[src/rtl/core_sequencer_if.sv]
// Control-side bundle between the top-level controller and the convolution core sequencer.
// The sequencer takes the slave view; whoever drives runs takes the master view.
interface core_sequencer_if #(
  parameter int CH_W = 2
);
  logic            start_core_in;
  logic [CH_W:0]   cfg_num_ch_in;
  logic            cfg_cont_in;
  logic            abort_in;
  logic            weight_end_in;
  logic            img_end_in;
  logic            start_core_out;
  logic            en_core_out;
  logic            end_core_out;
  logic [CH_W-1:0] ch_sel_out;
  logic            done_pulse_out;
  logic            busy_out;
  logic            err_out;

  modport master (
    output start_core_in, cfg_num_ch_in, cfg_cont_in, abort_in, weight_end_in, img_end_in,
    input  start_core_out, en_core_out, end_core_out, ch_sel_out, done_pulse_out, busy_out, err_out
  );

  modport slave (
    input  start_core_in, cfg_num_ch_in, cfg_cont_in, abort_in, weight_end_in, img_end_in,
    output start_core_out, en_core_out, end_core_out, ch_sel_out, done_pulse_out, busy_out, err_out
  );
endinterface

[src/rtl/core_sequencer.sv]
// Multi-channel sequencer for the convolution core: init pulse, weight phase, image phase and
// pipeline drain per channel, with continuous re-run, abort, per-phase watchdog and sticky error.
module core_sequencer #(
  parameter int N_CH     = 4,
  parameter int CH_W     = 2,
  parameter int PIPE_LAT = 3,
  parameter int TO_W     = 16,
  parameter int TIMEOUT  = 0
) (
  input  logic               clk,
  input  logic               rst,
  core_sequencer_if.slave    bus
);

  localparam int              DC_W       = (PIPE_LAT > 1) ? $clog2(PIPE_LAT) : 1;
  localparam logic [DC_W-1:0] DRAIN_LOAD = DC_W'(PIPE_LAT - 1);
  localparam logic [CH_W:0]   MAX_CH     = (CH_W + 1)'(N_CH);
  localparam logic [TO_W-1:0] TO_LIM     = TO_W'(TIMEOUT);
  localparam bit              WD_EN      = (TIMEOUT > 0);

  typedef enum logic [2:0] {
    S_IDLE,
    S_START,
    S_WEIGHT,
    S_IMAGE,
    S_DRAIN,
    S_DONE
  } state_t;

  state_t          state_q, state_d;
  logic [CH_W-1:0] ch_idx_q, ch_idx_d;
  logic [DC_W-1:0] drain_cnt_q, drain_cnt_d;
  logic [TO_W-1:0] wd_cnt_q, wd_cnt_d;
  logic [CH_W:0]   num_ch_q, num_ch_d;
  logic            cont_q, cont_d;
  logic            err_q, err_d;

  logic [TO_W-1:0] wd_inc;
  logic            wd_expired;
  logic            ch_last;
  logic            cfg_ok;

  // Watchdog count holds at all-ones instead of wrapping back to zero.
  function automatic logic [TO_W-1:0] sat_inc(input logic [TO_W-1:0] v);
    return (&v) ? v : v + TO_W'(1);
  endfunction

  always_ff @(posedge clk) begin
    if (rst) begin
      state_q     <= S_IDLE;
      ch_idx_q    <= '0;
      drain_cnt_q <= '0;
      wd_cnt_q    <= '0;
      num_ch_q    <= '0;
      cont_q      <= 1'b0;
      err_q       <= 1'b0;
    end else begin
      state_q     <= state_d;
      ch_idx_q    <= ch_idx_d;
      drain_cnt_q <= drain_cnt_d;
      wd_cnt_q    <= wd_cnt_d;
      num_ch_q    <= num_ch_d;
      cont_q      <= cont_d;
      err_q       <= err_d;
    end
  end

  always_comb begin
    state_d     = state_q;
    ch_idx_d    = ch_idx_q;
    drain_cnt_d = drain_cnt_q;
    wd_cnt_d    = wd_cnt_q;
    num_ch_d    = num_ch_q;
    cont_d      = cont_q;
    err_d       = err_q;

    wd_inc     = sat_inc(wd_cnt_q);
    wd_expired = WD_EN && (wd_inc == TO_LIM);
    ch_last    = (({1'b0, ch_idx_q} + (CH_W + 1)'(1)) >= num_ch_q);
    cfg_ok     = (bus.cfg_num_ch_in != '0) && (bus.cfg_num_ch_in <= MAX_CH);

    // Abort outranks end strobes and the watchdog in every active state.
    if (state_q != S_IDLE && bus.abort_in) begin
      state_d     = S_IDLE;
      ch_idx_d    = '0;
      wd_cnt_d    = '0;
      drain_cnt_d = '0;
    end else begin
      unique case (state_q)
        S_IDLE: begin
          if (bus.start_core_in && !bus.abort_in) begin
            if (cfg_ok) begin
              num_ch_d = bus.cfg_num_ch_in;
              cont_d   = bus.cfg_cont_in;
              err_d    = 1'b0;
              ch_idx_d = '0;
              state_d  = S_START;
            end else begin
              err_d = 1'b1;
            end
          end
        end
        S_START: begin
          wd_cnt_d = '0;
          state_d  = S_WEIGHT;
        end
        S_WEIGHT: begin
          wd_cnt_d = wd_inc;
          if (bus.weight_end_in && bus.img_end_in) begin
            drain_cnt_d = DRAIN_LOAD;
            state_d     = S_DRAIN;
          end else if (bus.weight_end_in) begin
            wd_cnt_d = '0;
            state_d  = S_IMAGE;
          end else if (wd_expired) begin
            err_d    = 1'b1;
            ch_idx_d = '0;
            wd_cnt_d = '0;
            state_d  = S_IDLE;
          end
        end
        S_IMAGE: begin
          wd_cnt_d = wd_inc;
          if (bus.img_end_in) begin
            drain_cnt_d = DRAIN_LOAD;
            state_d     = S_DRAIN;
          end else if (wd_expired) begin
            err_d    = 1'b1;
            ch_idx_d = '0;
            wd_cnt_d = '0;
            state_d  = S_IDLE;
          end
        end
        S_DRAIN: begin
          if (drain_cnt_q == '0) begin
            if (ch_last) begin
              state_d = S_DONE;
            end else begin
              ch_idx_d = ch_idx_q + CH_W'(1);
              state_d  = S_START;
            end
          end else begin
            drain_cnt_d = drain_cnt_q - DC_W'(1);
          end
        end
        S_DONE: begin
          if (cont_q) begin
            ch_idx_d = '0;
            state_d  = S_START;
          end else begin
            state_d = S_IDLE;
          end
        end
        default: state_d = S_IDLE;
      endcase
    end
  end

  assign bus.start_core_out = (state_q == S_START);
  assign bus.en_core_out    = (state_q == S_START) || (state_q == S_WEIGHT) ||
                              (state_q == S_IMAGE) || (state_q == S_DRAIN);
  assign bus.end_core_out   = (state_q == S_IDLE) || (state_q == S_DONE);
  assign bus.ch_sel_out     = ch_idx_q;
  assign bus.done_pulse_out = (state_q == S_DONE);
  assign bus.busy_out       = (state_q != S_IDLE);
  assign bus.err_out        = err_q;

endmodule

[src/flat_wrapper.sv]
// flat-port wrapper written by rule: the top's interface ports become plain ports
module core_sequencer_flat 
#(
  parameter int N_CH     = 4,
  parameter int CH_W     = 2,
  parameter int PIPE_LAT = 3,
  parameter int TO_W     = 16,
  parameter int TIMEOUT  = 0
)
  (clk, rst, bus_start_core_in, bus_cfg_num_ch_in, bus_cfg_cont_in, bus_abort_in, bus_weight_end_in, bus_img_end_in, bus_start_core_out, bus_en_core_out, bus_end_core_out, bus_ch_sel_out, bus_done_pulse_out, bus_busy_out, bus_err_out);
  core_sequencer_if #(.CH_W(CH_W)) bus_i ();
  input  logic clk;
  input  logic rst;
  input wire logic [$bits(bus_i.start_core_in)-1:0] bus_start_core_in;
  input wire logic [$bits(bus_i.cfg_num_ch_in)-1:0] bus_cfg_num_ch_in;
  input wire logic [$bits(bus_i.cfg_cont_in)-1:0] bus_cfg_cont_in;
  input wire logic [$bits(bus_i.abort_in)-1:0] bus_abort_in;
  input wire logic [$bits(bus_i.weight_end_in)-1:0] bus_weight_end_in;
  input wire logic [$bits(bus_i.img_end_in)-1:0] bus_img_end_in;
  output wire logic [$bits(bus_i.start_core_out)-1:0] bus_start_core_out;
  output wire logic [$bits(bus_i.en_core_out)-1:0] bus_en_core_out;
  output wire logic [$bits(bus_i.end_core_out)-1:0] bus_end_core_out;
  output wire logic [$bits(bus_i.ch_sel_out)-1:0] bus_ch_sel_out;
  output wire logic [$bits(bus_i.done_pulse_out)-1:0] bus_done_pulse_out;
  output wire logic [$bits(bus_i.busy_out)-1:0] bus_busy_out;
  output wire logic [$bits(bus_i.err_out)-1:0] bus_err_out;
  assign bus_i.start_core_in = bus_start_core_in;
  assign bus_i.cfg_num_ch_in = bus_cfg_num_ch_in;
  assign bus_i.cfg_cont_in = bus_cfg_cont_in;
  assign bus_i.abort_in = bus_abort_in;
  assign bus_i.weight_end_in = bus_weight_end_in;
  assign bus_i.img_end_in = bus_img_end_in;
  assign bus_start_core_out = bus_i.start_core_out;
  assign bus_en_core_out = bus_i.en_core_out;
  assign bus_end_core_out = bus_i.end_core_out;
  assign bus_ch_sel_out = bus_i.ch_sel_out;
  assign bus_done_pulse_out = bus_i.done_pulse_out;
  assign bus_busy_out = bus_i.busy_out;
  assign bus_err_out = bus_i.err_out;
  core_sequencer #(.N_CH(N_CH), .CH_W(CH_W), .PIPE_LAT(PIPE_LAT), .TO_W(TO_W), .TIMEOUT(TIMEOUT)) u_core (.clk(clk), .rst(rst), .bus(bus_i));
endmodule
[config.mk]
export PLATFORM = sky130hd
export DESIGN_NAME = core_sequencer_flat
export DESIGN_NICKNAME = d
export VERILOG_FILES = /design/src/rtl/core_sequencer_if.sv /design/src/rtl/core_sequencer.sv /design/src/flat_wrapper.sv
export SDC_FILE = /design/constraint.sdc
export NUM_CORES = 1
export LEC_CHECK = 0
export ABC_AREA = 1
export CORE_UTILIZATION = 40
export DETAILED_ROUTE_END_ITERATION = 7
export PLACE_DENSITY = 0.75
export SYNTH_ARGS = -nofsm -noshare
export SYNTH_HDL_FRONTEND = slang
export SYNTH_SLANG_ARGS = --single-unit
[constraint.sdc]
create_clock -name clk -period 1.6 [get_ports clk]
set_clock_uncertainty 0.05 [all_clocks]
set_input_delay 0.16 -clock clk [delete_from_list [all_inputs] [get_ports clk]]
set_output_delay 0.16 -clock clk [all_outputs]
set_load 0.03 [all_outputs]
# Word-level counts from Yosys, hierarchy flattened
# Cells that the tools add are included.
# word_totals
reg_bits,12
latch_bits,0
ramBits,0
romBits,0
inputBits,10
output_inout_bits,8
word_cells,67
mem_count,0
# op_classes
n_addsub,3
multipliers,0
div,0
magnitude_cmp,2
n_eq_ne,14
shift,0
muxes,20
bitwise,1
n_reduce_logical,21
# ops
operator,count
3-bit two-way mux,7
3-bit one-hot mux with 6 select lines,1
2-bit two-way mux,8
2-bit one-hot mux with 3 select lines,2
3-bit nonzero test,4
2-bit by 1-bit != test with 1-bit output (second input constant),5
4-bit AND reduction,2
3-bit by 2-bit equality test with 1-bit output (second input constant),2
3-bit equality test (second input constant),2
2-bit != test (second input constant),3
6-bit AND reduction,1
5-bit AND reduction,1
1-bit logical AND,4
1-bit logical OR,4
2-bit by 1-bit adder with 3-bit output (second input constant),1
3-bit by 1-bit equality test with 1-bit output (second input constant),1
3-bit >= comparator,1
3-bit less-or-equal comparator (second input constant),1
3-bit zero test,1
3-bit by 2-bit != test with 1-bit output (second input constant),1
3-bit AND reduction,1
2-bit by 1-bit adder with 2-bit output (second input constant),1
2-bit zero test,1
1-bit two-way mux,2
other kinds (4),4

# Logic depth before layout (Yosys ltp)
# Gate-level depths: netlist (run 1).
# logic_depth
depth_word,5
ltp_mapped,11
ltp_nobuf,11

# Least setup slack after synthesis (run 1)
# No wires, ideal clock.
# synth_path
path_kind,reg2reg
from,register u_core.ch_idx_q[0] (netlist: u_core.bus.ch_sel_out[0])
to,register u_core.ch_idx_q[0] (netlist: u_core.bus.ch_sel_out[0])
setup_time_ps,113
arrival_time_ps,1597
t_required_ps,1437
setup_slack_ps,-160
path_stages_with_launch,11
n_path_buf,0
period_less_slack_ps,1760
path_cell_list,dfxtp_1 > ha_1 > ha_1 > nand2_1 > inv_1 > nand2_1 > nand2_1 > nand2_1 > nand3_2 > nor2_1 > nor2_1
# synth_via
elab_chain_len,4
word_cells_on_any_way,8
classes_between,2 x add/sub; 1 x order compare; 1 x eq/ne; 3 x mux; 1 x reduce/logical
# synth_lines
item,line_no,source
start: declaration,core_sequencer.sv:31,"logic [CH_W-1:0] ch_idx_q, ch_idx_d;"
start signal: assignment,core_sequencer.sv:59,ch_idx_q <= ch_idx_d;
2-bit by 1-bit adder with 3-bit output or 2-bit by 1-bit adder with 2-bit output (tied branches),"core_sequencer.sv:79, core_sequencer.sv:139",
3-bit >= comparator or 2-bit two-way mux (tied branches),"core_sequencer.sv:79, core_sequencer.sv:136",
2-bit != test (no source line) or 2-bit two-way mux (tied branches),--,
6-bit AND reduction (no source line) or 2-bit one-hot mux with 3 select lines (tied branches),--,
# Parallel ways exist; a longest one is shown, timed or not. The select of a mux whose other input is x is not followed.
# A chain may end at the register's enable or synchronous reset.

# Worst setup path after layout (run 1)
# layout_path
from,register u_core.state_q[0]
to,output port bus_end_core_out
# layout_via
elab_chain_len,2
word_cells_on_any_way,3
classes_between,1 x eq/ne; 2 x reduce/logical
# layout_lines
item,line_no,source
start: declaration,core_sequencer.sv:30,"state_t state_q, state_d;"
start signal: assignment,core_sequencer.sv:58,state_q <= state_d;
3-bit equality test or 3-bit zero test (tied branches),core_sequencer.sv:162,assign bus.end_core_out = (state_q == S_IDLE) || (state_q == S_DONE);
1-bit logical OR (*),core_sequencer.sv:162,
end: declaration,flat_wrapper.sv:22,output wire logic [$bits(bus_i.end_core_out)-1:0] bus_end_core_out;
# Every way passes the cells marked *; elsewhere a longest branch is shown, timed or not.

==> flow_results.org, run 1 <==
** Outcome
- Result of the run :: finished clean

** Global route
- The initial antenna violation count came to 0.
- GRT Residual Overflow :: 0
- GRT Overall Usage :: 18.4%
- Wire length of the first global-routing pass :: 2910 µm
- Entering global routing, the biggest net connects 8 pins.
- The number of global-route vias before repair came to 768.

** Worst setup path
- Arrival time reported for the critical path endpoint :: 1.34 ns
- For this run, the slowest stage of the critical path takes 0.38 ns.
- STA classifies the critical path startpoint as a flip-flop.
- The worst setup path is of the flip-flop to output pin kind.
- Type of destination of the critical path :: output pin
- STA puts the critical path data required time at 1.39 ns.
- The slowest stage of the critical path is the dfxtp_2 cell.
- Top fanout value on the critical path :: 5
- Critical path, cell by cell :: nor2_4 > nand2_4 > inv_4 > or2_2 > buf_4

** Clock tree
- Total number of H-tree levels :: 1
- No sink is reached through more buffers than the 2 on the longest clock path.
- Number of post-CTS setup repair buffers :: 0
- Hold buffer count at cts :: 0
- TritonCTS built the clock tree.
- After clock tree synthesis, the clock-pin slew on the worst setup and hold paths is 0.08 ns.
- Clock Tree Root :: clkbuf_4
- Clock latency on the worst-skew pair, taken at its later pin, is 0.28 ns.
- For this design, the sink count on the clock tree is 12.
- Clock tree synthesis inserted a total of 3 buffers.

** Min path
- Worst hold path type :: input port to flip-flop

** Yosys
- The mapped netlist covers 851 µm².
- The Yosys step of the flow raised 0 warnings.
- Syn avg cell area :: 6.54 µm²
- Register bit count reported by yosys :: 12
- The number of nets in the synthesized netlist is 145.
- Cells after synthesis :: 130
- Fraction of the yosys area taken by sequential cells :: 28.2%
- Synthesis instantiated 21 different standard cells from the library.

** Timing
- The worst pin sits at a relative slew slack of 79.7%.
- The final hold violation count was 0.
- Setup total negative slack :: 0 ns
- Final number of setup-violating endpoints :: 0
- Setup repair after global routing could not meet its margin everywhere.
- Upper clock frequency limit :: 644 MHz
- Worst-margin pin slew :: 0.303 ns
- Min Tclk post-route :: 1.55 ns
- Of the available clock period, the critical path in the final layout requires 97.1%.
- Max-slew violations :: 0

** Routing
- The first detailed-routing pass ran for 4 iterations.
- Post-route DRC violation count :: 0
- In the final routed layout, each cell accounts on average for 10.0 µm.
- Count of routing violations after the opening detailed-route iteration :: 7
- Number of antenna-violating nets in the routed design :: 0
- Via count :: 859
- Wire length after detailed routing :: 1860 µm
- Dividing the detail-routed via count by the number of cells gives 4.64.

** Floorplan
- The die covers 2320 µm².
- Horiz. Die Dim :: 48.1 µm
- Number of standard-cell rows in the floorplan :: 16
- Core box area :: 1980 µm²
- 18 I/O pins were placed.
- In this run the vertical extent of the chip is 48.1 µm.
- Effective utilization at floorplan :: 42.9%

** Placed design
- In this run, placement finished with an instance count of 181.
- At the end of routability-driven placement, the weighted congestion stood at 0.862.
- Total half-perimeter wirelength after legalization and detailed placement :: 1490 µm
- I/O Buffers :: 17

** Power and ir drop
- IR analysis of the VDD net gives a maximum drop of 0.00163 V.
- Power spread over the standard cell area amounts to 2060 nW/µm².
- Static leakage :: 0.553 nW

** Final layout
- Cells with a size suffix above 1 make up 28.5% of the layout.
- Most used cells in the layout excluding fill and tap cells :: nand2_1 (34), inv_1 (19), nor2_1 (19), clkdlybuf4s50_1 (10), buf_4 (10)
- At the end of the flow, the number of nets in the layout was 174.
- Commonest non-fill, non-tap cell in the layout :: nand2_1
- After the flow finishes, the layout carries non-filler instances totaling 185.
- From synthesis to final layout, the design area changed by 39.9%.
- Final antenna diode count :: 0

** Job
- Across the run, the number of max-cap violations was 0.
## flip-flops by register name, summed over array words and instances (netlist names)
name,cells
u_core.num_ch_q,3
u_core.state_q,3
u_core.bus.err_out,1
u_core.cont_q,1
u_core.bus.ch_sel_out,2
u_core.drain_cnt_q,2
## layer usage
layer | track usage, % | vias to the layer above | routed length [µm]
met2 | 31.9 | 24 | 901
li1 | - | 459 | -
met3 | 4.44 | 4 | 71
met1 | 20.9 | 372 | 855
met5 | 0 | - | 0
met4 | 9.44 | 0 | 27
## layout make-up
class	instances	area (µm²)
Inverter	24	92.6
Tap cell	27	33.8
Timing Repair Buffer	24	210
Sequential cell	12	248
Fill cell	173	792
Multi-Input combinational cell	94	579
Clock buffer	4	26.3
## synth_stat cells (all sizes together)
| cell type | number | area (µm²) |
|---|---|---|
| nand2 | 39 | 166 |
| nand4 | 1 | 6.26 |
| o211ai | 1 | 7.51 |
| o21ai | 4 | 20.0 |
| or2 | 1 | 6.26 |
| nor3 | 2 | 10.0 |
| ha | 5 | 62.6 |
| nand3 | 9 | 70.1 |
| inv | 24 | 92.6 |
| dfxtp | 12 | 240 |
| nor2 | 24 | 118 |
| a21oi | 8 | 51.3 |
## through the flow
stage	setup WS (ns)	cell area (µm²)	util, %	hold WS [ns]	power, mW
after floorplan	0.00426	861	-	0.179	1.67
after global placement	0.00530	1110	56.0	0.406	2.13
after detailed placement	-0.0291	1110	56.0	0.408	2.16
after CTS	0.00325	1140	57.8	0.406	2.36
after global routing	-0.0260	1190	60.0	0.410	2.67
final	0.0464	1190	60.0	0.405	2.45
## kinds of logic (layout without fill, tap and decap cells)
| kind of cell | after synthesis | after routing | synth area share, % |
|---|---|---|---|
| AND/OR/NAND/NOR | 76 | 76 | 44.3 |
| buffers and inverters | 24 | 52 | 10.9 |
| adder cells (fa/ha/maj) | 5 | 5 | 7.35 |
| flip-flops | 12 | 12 | 28.2 |
| AO/OA/AOI/OAI | 13 | 13 | 9.27 |
## final timing paths
path / start / end / slack, ns / cells past startpoint
max: u_core.state_q[0] / bus_end_core_out / 0.05 / 5
min: bus_cfg_cont_in / u_core.cont_q / 0.41 / 3
max reg2reg: u_core.bus.ch_sel_out[0] / u_core.bus.ch_sel_out[0] / 0.07 / 11
min reg2reg: u_core.num_ch_q[2] / u_core.num_ch_q[2] / 0.42 / 2
## critical path: cells and delay by family, from the launching register on
family | cells | cell delay (ns)
simple gates | 3 | 0.47
buf+inv | 2 | 0.23
flops | 1 | 0.38
## what timing repair did
item / in CTS / in global routing
resized for setup: 6 / 7
setup endpoints to repair: 7 / 4
hold endpoints to repair: 0 / 0
pin swaps: 2 / 7
## power breakdown
part	leakage (nW)	internal [mW]	total, mW	switching, mW
Combinational	0.438	0.688	1.77	1.08
Sequential	0.0999	0.403	0.477	0.0739
Clock	0.0150	0.0967	0.203	0.106
Note: power is estimated with default switching activity, not from simulation.
==> run 2: changes to the inputs <==
Settings changed: CAP_MARGIN from default to 20.
==> results of run 2 <==
Same layout as run 1: the final DEF is identical, and so are final timing and power.
